<file path="src/rtl/tetris_pkg.sv">
// Shared board constants, cell/shape types, commit FSM states and line-score table
// for the tetris playfield blocks.
package tetris_pkg;

  localparam int BOARD_W_DEFAULT = 20;
  localparam int BOARD_H_DEFAULT = 30;

  typedef logic [2:0] shape_t;

  localparam logic [2:0] CELL_EMPTY = 3'd0;

  // Points awarded for 0..4 rows completed by a single piece
  localparam logic [15:0] LINE_SCORE [5] = '{16'd0, 16'd40, 16'd100, 16'd300, 16'd1200};

  typedef enum logic [1:0] {
    ST_IDLE  = 2'd0,
    ST_WRITE = 2'd1,
    ST_SCAN  = 2'd2,
    ST_DONE  = 2'd3
  } commit_state_e;

  function automatic logic [15:0] line_score(input logic [2:0] n_rows);
    logic [15:0] pts;
    case (n_rows)
      3'd0:    pts = LINE_SCORE[0];
      3'd1:    pts = LINE_SCORE[1];
      3'd2:    pts = LINE_SCORE[2];
      3'd3:    pts = LINE_SCORE[3];
      3'd4:    pts = LINE_SCORE[4];
      default: pts = 16'd0;
    endcase
    return pts;
  endfunction

endpackage

</file>
<file path="src/rtl/piece_commit_row_full_checker.sv">
// AND-accumulates "cell occupied" across one streamed board row; full_o is valid
// only in the cycle that carries the last cell of the row.
module row_full_checker
  import tetris_pkg::*;
(
  input  logic       clk_i,
  input  logic       reset_i,
  input  logic [2:0] data_i,
  input  logic       valid_i,
  input  logic       first_i,
  input  logic       last_i,
  output logic       full_o
);

  logic acc_q;
  logic nz;

  assign nz = (data_i != CELL_EMPTY);

  always_ff @(posedge clk_i) begin
    if (reset_i) begin
      acc_q <= 1'b0;
    end else if (valid_i) begin
      acc_q <= first_i ? nz : (acc_q & nz);
    end
  end

  assign full_o = valid_i & last_i & nz & (first_i | acc_q);

endmodule

</file>
<file path="src/rtl/piece_commit.sv">
// Writes a landed piece's four cells to the board RAM, then rescans each distinct
// touched row and reports which are full. Optional scorer: PIECE_COMMIT_SCORE_EN.
//
//   state    | meaning
//   ST_IDLE  | waiting for start; results from the last commit held
//   ST_WRITE | one RAM write per cycle, cells 0..3
//   ST_SCAN  | stream row y[r] through the checker, BOARD_W+1 cycles per row
//   ST_DONE  | one-cycle done pulse, busy already low
module piece_commit
  import tetris_pkg::*;
#(
  parameter int BOARD_W = BOARD_W_DEFAULT
) (
  input  logic        Clk,
  input  logic        Reset,
  input  logic        start,
  input  logic [2:0]  shape,
  input  logic [4:0]  x0,
  input  logic [4:0]  x1,
  input  logic [4:0]  x2,
  input  logic [4:0]  x3,
  input  logic [5:0]  y0,
  input  logic [5:0]  y1,
  input  logic [5:0]  y2,
  input  logic [5:0]  y3,
  output logic        busy,
  output logic        wr_en,
  output logic [4:0]  wr_x,
  output logic [5:0]  wr_y,
  output logic [2:0]  wr_data,
  output logic [4:0]  rd_x,
  output logic [5:0]  rd_y,
  input  logic [2:0]  rd_data,
  output logic        done,
  output logic [3:0]  full_mask,
`ifdef PIECE_COMMIT_SCORE_EN
  input  logic        score_clr,
  output logic [15:0] score,
`endif
  output logic [2:0]  full_count
);

  localparam logic [5:0] LAST_CNT = 6'(BOARD_W);

  commit_state_e state_q, state_d;

  shape_t      shape_q;
  logic [4:0]  x_q [4];
  logic [5:0]  y_q [4];
  logic [1:0]  k_q;
  logic [1:0]  r_q;
  logic [5:0]  cnt_q;
  logic [4:0]  rd_x_q;
  logic [5:0]  rd_y_q;
  logic [3:0]  full_mask_q;
  logic [2:0]  full_count_q;

  logic [3:0]  dup;
  logic        nxt_valid;
  logic [1:0]  nxt_r;
  logic        row_full;
  logic        chk_valid;
  logic        row_end;

  // A row already seen at a lower index is not scanned again
  always_comb begin
    dup    = 4'b0000;
    dup[1] = (y_q[1] == y_q[0]);
    dup[2] = (y_q[2] == y_q[0]) || (y_q[2] == y_q[1]);
    dup[3] = (y_q[3] == y_q[0]) || (y_q[3] == y_q[1]) || (y_q[3] == y_q[2]);
  end

  always_comb begin
    nxt_valid = 1'b0;
    nxt_r     = 2'd0;
    for (int i = 3; i >= 0; i--) begin
      if ((2'(i) > r_q) && !dup[i]) begin
        nxt_valid = 1'b1;
        nxt_r     = 2'(i);
      end
    end
  end

  assign row_end   = (state_q == ST_SCAN) && (cnt_q == LAST_CNT);
  assign chk_valid = (state_q == ST_SCAN) && (cnt_q != 6'd0);

  row_full_checker u_row_full_checker (
    .clk_i   (Clk),
    .reset_i (Reset),
    .data_i  (rd_data),
    .valid_i (chk_valid),
    .first_i (cnt_q == 6'd1),
    .last_i  (cnt_q == LAST_CNT),
    .full_o  (row_full)
  );

  always_ff @(posedge Clk) begin
    if (Reset) begin
      state_q <= ST_IDLE;
    end else begin
      state_q <= state_d;
    end
  end

  always_comb begin
    state_d = state_q;
    case (state_q)
      ST_IDLE:  if (start) state_d = ST_WRITE;
      ST_WRITE: if (k_q == 2'd3) state_d = ST_SCAN;
      ST_SCAN:  if (row_end && !nxt_valid) state_d = ST_DONE;
      ST_DONE:  state_d = ST_IDLE;
      default:  state_d = ST_IDLE;
    endcase
  end

  always_comb begin
    busy    = (state_q == ST_WRITE) || (state_q == ST_SCAN);
    done    = (state_q == ST_DONE);
    wr_en   = (state_q == ST_WRITE);
    wr_x    = wr_en ? x_q[k_q] : 5'd0;
    wr_y    = wr_en ? y_q[k_q] : 6'd0;
    wr_data = wr_en ? 3'(shape_q + 3'd1) : 3'd0;
  end

  always_ff @(posedge Clk) begin
    if (Reset) begin
      shape_q      <= 3'd0;
      x_q          <= '{default: 5'd0};
      y_q          <= '{default: 6'd0};
      k_q          <= 2'd0;
      r_q          <= 2'd0;
      cnt_q        <= 6'd0;
      rd_x_q       <= 5'd0;
      rd_y_q       <= 6'd0;
      full_mask_q  <= 4'b0000;
      full_count_q <= 3'd0;
    end else begin
      case (state_q)
        ST_IDLE: begin
          if (start) begin
            shape_q      <= shape;
            x_q          <= '{x0, x1, x2, x3};
            y_q          <= '{y0, y1, y2, y3};
            k_q          <= 2'd0;
            full_mask_q  <= 4'b0000;
            full_count_q <= 3'd0;
          end
        end
        ST_WRITE: begin
          k_q <= k_q + 2'd1;
          if (k_q == 2'd3) begin
            r_q    <= 2'd0;
            cnt_q  <= 6'd0;
            rd_x_q <= 5'd0;
            rd_y_q <= y_q[0];
          end
        end
        ST_SCAN: begin
          if (cnt_q == LAST_CNT) begin
            if (row_full) begin
              full_mask_q[r_q] <= 1'b1;
              full_count_q     <= full_count_q + 3'd1;
            end
            if (nxt_valid) begin
              r_q    <= nxt_r;
              cnt_q  <= 6'd0;
              rd_x_q <= 5'd0;
              rd_y_q <= y_q[nxt_r];
            end
          end else begin
            cnt_q <= cnt_q + 6'd1;
            // rd_x tracks cnt but parks on the last column during the trailing sample
            if (cnt_q < LAST_CNT - 6'd1) rd_x_q <= rd_x_q + 5'd1;
          end
        end
        default: ;
      endcase
    end
  end

  assign rd_x       = rd_x_q;
  assign rd_y       = rd_y_q;
  assign full_mask  = full_mask_q;
  assign full_count = full_count_q;

`ifdef PIECE_COMMIT_SCORE_EN
  logic [15:0] score_q;
  logic [16:0] score_sum;

  assign score_sum = {1'b0, score_q} + {1'b0, line_score(full_count_q)};

  always_ff @(posedge Clk) begin
    if (Reset || score_clr) begin
      score_q <= 16'd0;
    end else if (state_q == ST_DONE) begin
      score_q <= score_sum[16] ? 16'hFFFF : score_sum[15:0];
    end
  end

  assign score = score_q;
`endif

endmodule

</file>
<file path="config.mk">
export PLATFORM = sky130hd
export DESIGN_NAME = piece_commit
export DESIGN_NICKNAME = d
export VERILOG_FILES = /design/src/rtl/tetris_pkg.sv /design/src/rtl/piece_commit_row_full_checker.sv /design/src/rtl/piece_commit.sv
export SDC_FILE = /design/constraint.sdc
export NUM_CORES = 1
export LEC_CHECK = 0
export BUFFER_PORTS_ARGS = -buffer_cell sky130_fd_sc_hd__clkbuf_2
export CAP_MARGIN = 20
export CELL_PAD_IN_SITES_DETAIL_PLACEMENT = 1
export CELL_PAD_IN_SITES_GLOBAL_PLACEMENT = 2
export CORE_MARGIN = 8
export CORE_UTILIZATION = 36
export CTS_CLUSTER_DIAMETER = 30
export CTS_CLUSTER_SIZE = 40
export DETAILED_ROUTE_END_ITERATION = 10
export GPL_ROUTABILITY_DRIVEN = 1
export PLACE_DENSITY_LB_ADDON = 0.15
export SLEW_MARGIN = 20
export SYNTH_ARGS = -nofsm -noshare
export SYNTH_HDL_FRONTEND = slang
export SYNTH_SLANG_ARGS = --single-unit
export TNS_END_PERCENT = 1
</file>
<file path="constraint.sdc">
create_clock -name Clk -period 5.3 [get_ports Clk]
set_input_delay 0 -clock Clk [delete_from_list [all_inputs] [get_ports Clk]]
set_output_delay 0 -clock Clk [all_outputs]
set_load 0.01 [all_outputs]
</file>
==> flow_summary.json <==
{
  "outcome": "complete, no violations",
  "ys_ff_latch": 78,
  "power.density_mw_per_mm2": 434,
  "ys_types": 64,
  "crit_type": "flip-flop to flip-flop",
  "ir_drop_mv": 0.190,
  "synth_top_area_share_pct": 34.7,
  "synth-async-reset-ratio_pct": 0,
  "wire_per_inst_microns": 17.5,
  "worst_path_most_repeated_cell": "inv_1",
  "numClockSinks": 78,
  "worst_slew_pin_slew_ns": 1.01,
  "n_fill_cell": 1514,
  "dieArea_sq_mm": 0.0163,
  "combPwrFrac_pct": 42.1,
  "clk_pin_slew_ns": 0.06,
  "synth_area_per_cell_sq_um": 8.59,
  "clockPowerShare_pct": 23.5,
  "power.internal_mw": 1.41,
  "synth_area_leader_cell": "dfxtp_1",
  "p_leak_nw": 2.25,
  "critPathLaunchType": "flip-flop",
  "detail_route.vias_per_cell": 5.10,
  "synth_edf_count": 0,
  "required_ns": 5.59,
  "ys_seq_area_share_pct": 34.7,
  "switching_share_pct": 41.4,
  "postCtsSetupRepairBufs": 0,
  "fp.dieH_microns": 128,
  "layout_common_cells": "nand2_1, clkbuf_2, dfxtp_1",
  "clock_skew_ns": 0.00630,
  "std_cell_rows": 41,
  "min_delay_path_depth": 5,
  "ant_nets": 0,
  "track_usage_pct": 17.8,
  "fin_tns_setup_ns": 0,
  "seq_power_share_pct": 34.5,
  "cts_resized": 0,
  "path_max_fanout": 18,
  "fin_crit_sh_pct": 53.6,
  "rsz0062_at_grt": "no",
  "routed_wl_microns": 13800,
  "switchingPower_mw": 0.999,
  "core_area_sq_mm": 0.0124,
  "syn_nets": 588,
  "drv_cap": 0,
  "synth_warnings": 0,
  "finalNetCount": 679,
  "cp-end-kind": "flip-flop",
  "finalCriticalPeriod_ns": 2.84,
  "ios": 88,
  "die_w_microns": 128,
  "numCtsBuffers": 9,
  "grt_max_degree": 73,
  "slew-limit-headroom_pct": 32.7,
  "drtIter0Drc": 226,
  "root_buffer": "clkbuf_16",
  "netlist_instances": 524,
  "synth_area_sq_mm": 0.00450,
  "fmax_mhz": 352,
  "gp_congestion": 0.845,
  "power_mw": 2.41,
  "tritoncts": "built",
  "htree_levels": 3,
  "layout_commonest_cell": "nand2_1",
  "drive_gt1_share_pct": 23.3,
  "hold_viol_final": 0,
  "min_path_type": "primary input to flip-flop",
  "io_buffers": 87,
  "critPathMaxStageDelay_ns": 0.63,
  "grt_overflow": 0,
  "reg2regPathDepth": 9,
  "area_growth_pct": 23.5,
  "dp_hpwl_microns": 9550,
  "dr.pass1.iters": 4,
  "antenna_found_initial": 0,
  "initial_core_util_pct": 36.3,
  "synth_area_leaders": "dfxtp_1, nand2_1, a21oi_1, xor2_1, mux4_2",
  "clock_path_buffers": 2,
  "crit_arrival_ns": 3.13,
  "crit_chain": "inv_1 > ha_1 > inv_1 > a21oi_1 > nor2_1 > a31oi_1 > a21boi_0 > o21ai_0 > a21oi_2",
  "crit_path_top_delay_cell": "ha_1",
  "clkLatencyLatePin_ns": 0.35,
  "maxSlewViolCount": 0,
  "vias": 4028,
  "setup_viol": 0,
  "grt_pass1_wl_microns": 22800,
  "insertedDiodeCount": 0,
  "synth-main-ff-cell": "dfxtp_1",
  "drc": 0,
  "grt_pass1_vias": 4417
}
-- state kept, by name (all words and copies together), names as in the netlist --
| name | cells |
|---|---|
| y_q | 24 |
| x_q | 20 |
| cnt_q | 6 |
| rd_y | 6 |
| rd_x | 5 |
| full_mask | 4 |
| full_count | 3 |
| shape_q | 3 |
| k_q | 2 |
| r_q | 2 |
| state_q | 2 |
| u_row_full_checker.acc_q | 1 |
-- cells in the mapped netlist, types with 3 or more instances --
cell,number
mux2i_1,4
buf_2,14
and2_1,15
xor2_1,24
nand3_1,4
a21oi_1,66
a211oi_2,5
a31oi_1,8
buf_6,11
nor2_1,29
o21ai_0,10
dfxtp_1,78
mux4_2,9
a2bb2oi_1,5
xnor2_1,10
nand4_1,4
xnor2_2,4
ha_1,11
inv_1,8
nand2_1,109
buf_1,3
a21oi_2,3
buf_4,9
nor3_1,5
clkbuf_1,19
nand2b_1,3
or3_1,4
o221ai_1,5
-- timing repair --
action                                  4_1_cts  5_1_grt
hold buffers                                 47        0
hold endpoints to repair                     47        0
endpoints found under the setup margin        0        0
-- worst max-delay path: cells and delay by family (launching register included) --
kind                       cells  cell delay [ns]
adders and majority gates      1             0.63
buffers and inverters          2             0.55
and+or+nand+nor                1             0.09
DFF                            1             0.33
AOI/OAI and AO/OA              5             1.17
-- layer usage --
layer / routed length, microns / track usage (%) / vias to the layer above
li1: - / - / 1981
met1: 6110 / 20.7 / 1941
met3: 546 / 5.32 / 23
met5: 0 / 0 / -
met4: 338 / 7.55 / 0
met2: 6820 / 29.7 / 83
-- path summary, 6_finish.rpt --
check | startpoint | endpoint | slack (ns)
max | state_q[0] | rd_x[3] | 2.46
min | rd_data[0] | u_row_full_checker.acc_q | 0.05
max reg2reg | state_q[0] | rd_x[3] | 2.46
min reg2reg | x_q[5] | x_q[5] | 0.46
-- layout make-up --
cell class,instances,area [sq um],share of cell area [%]
clock inverters,4,25.0,0.450
well taps,172,215,3.87
flip-flops and latches,78,1560,28.1
clock buffers,10,239,4.30
multi-input cells,382,2570,46.2
repair buffers,136,921,16.6
inverters,8,30.0,0.540
-- power by group through the flow --
stage	clock (mW)	combinational, mW	sequential, mW
after detailed placement	0	1.00	0.844
final	0.566	1.02	0.831
after global placement	0	0.982	0.839
after global routing	0.610	1.13	0.847
after floorplan	0	0.893	0.750
after CTS	0.585	1.03	0.831
-- per-stage QoR --
step / hold slack (ns) / instances / utilization (%) / setup WS, ns / area [sq um]
2_1_floorplan: 0.136 / 524 / - / 3.34 / 4500
3_3_place_gp: 0.224 / 729 / 38.9 / 2.62 / 4830
3_5_place_dp: 0.231 / 729 / 38.9 / 2.47 / 4830
4_1_cts: 0.0551 / 790 / 44.8 / 2.42 / 5560
5_1_grt: 0.0922 / 790 / 44.8 / 2.07 / 5560
6_report: 0.0547 / 790 / 44.8 / 2.46 / 5560
-- cells by family after synthesis --
kind of cell | count (synthesis) | share of synthesized area (%)
simple gates | 189 | 19.6
compound gates | 128 | 19.5
flops | 78 | 34.7
buf+inv | 64 | 8.31
xor+xnor | 38 | 8.06
mux | 16 | 6.81
fa+ha+maj | 11 | 3.06
No activity file was read; power rests on OpenSTA's default activity.
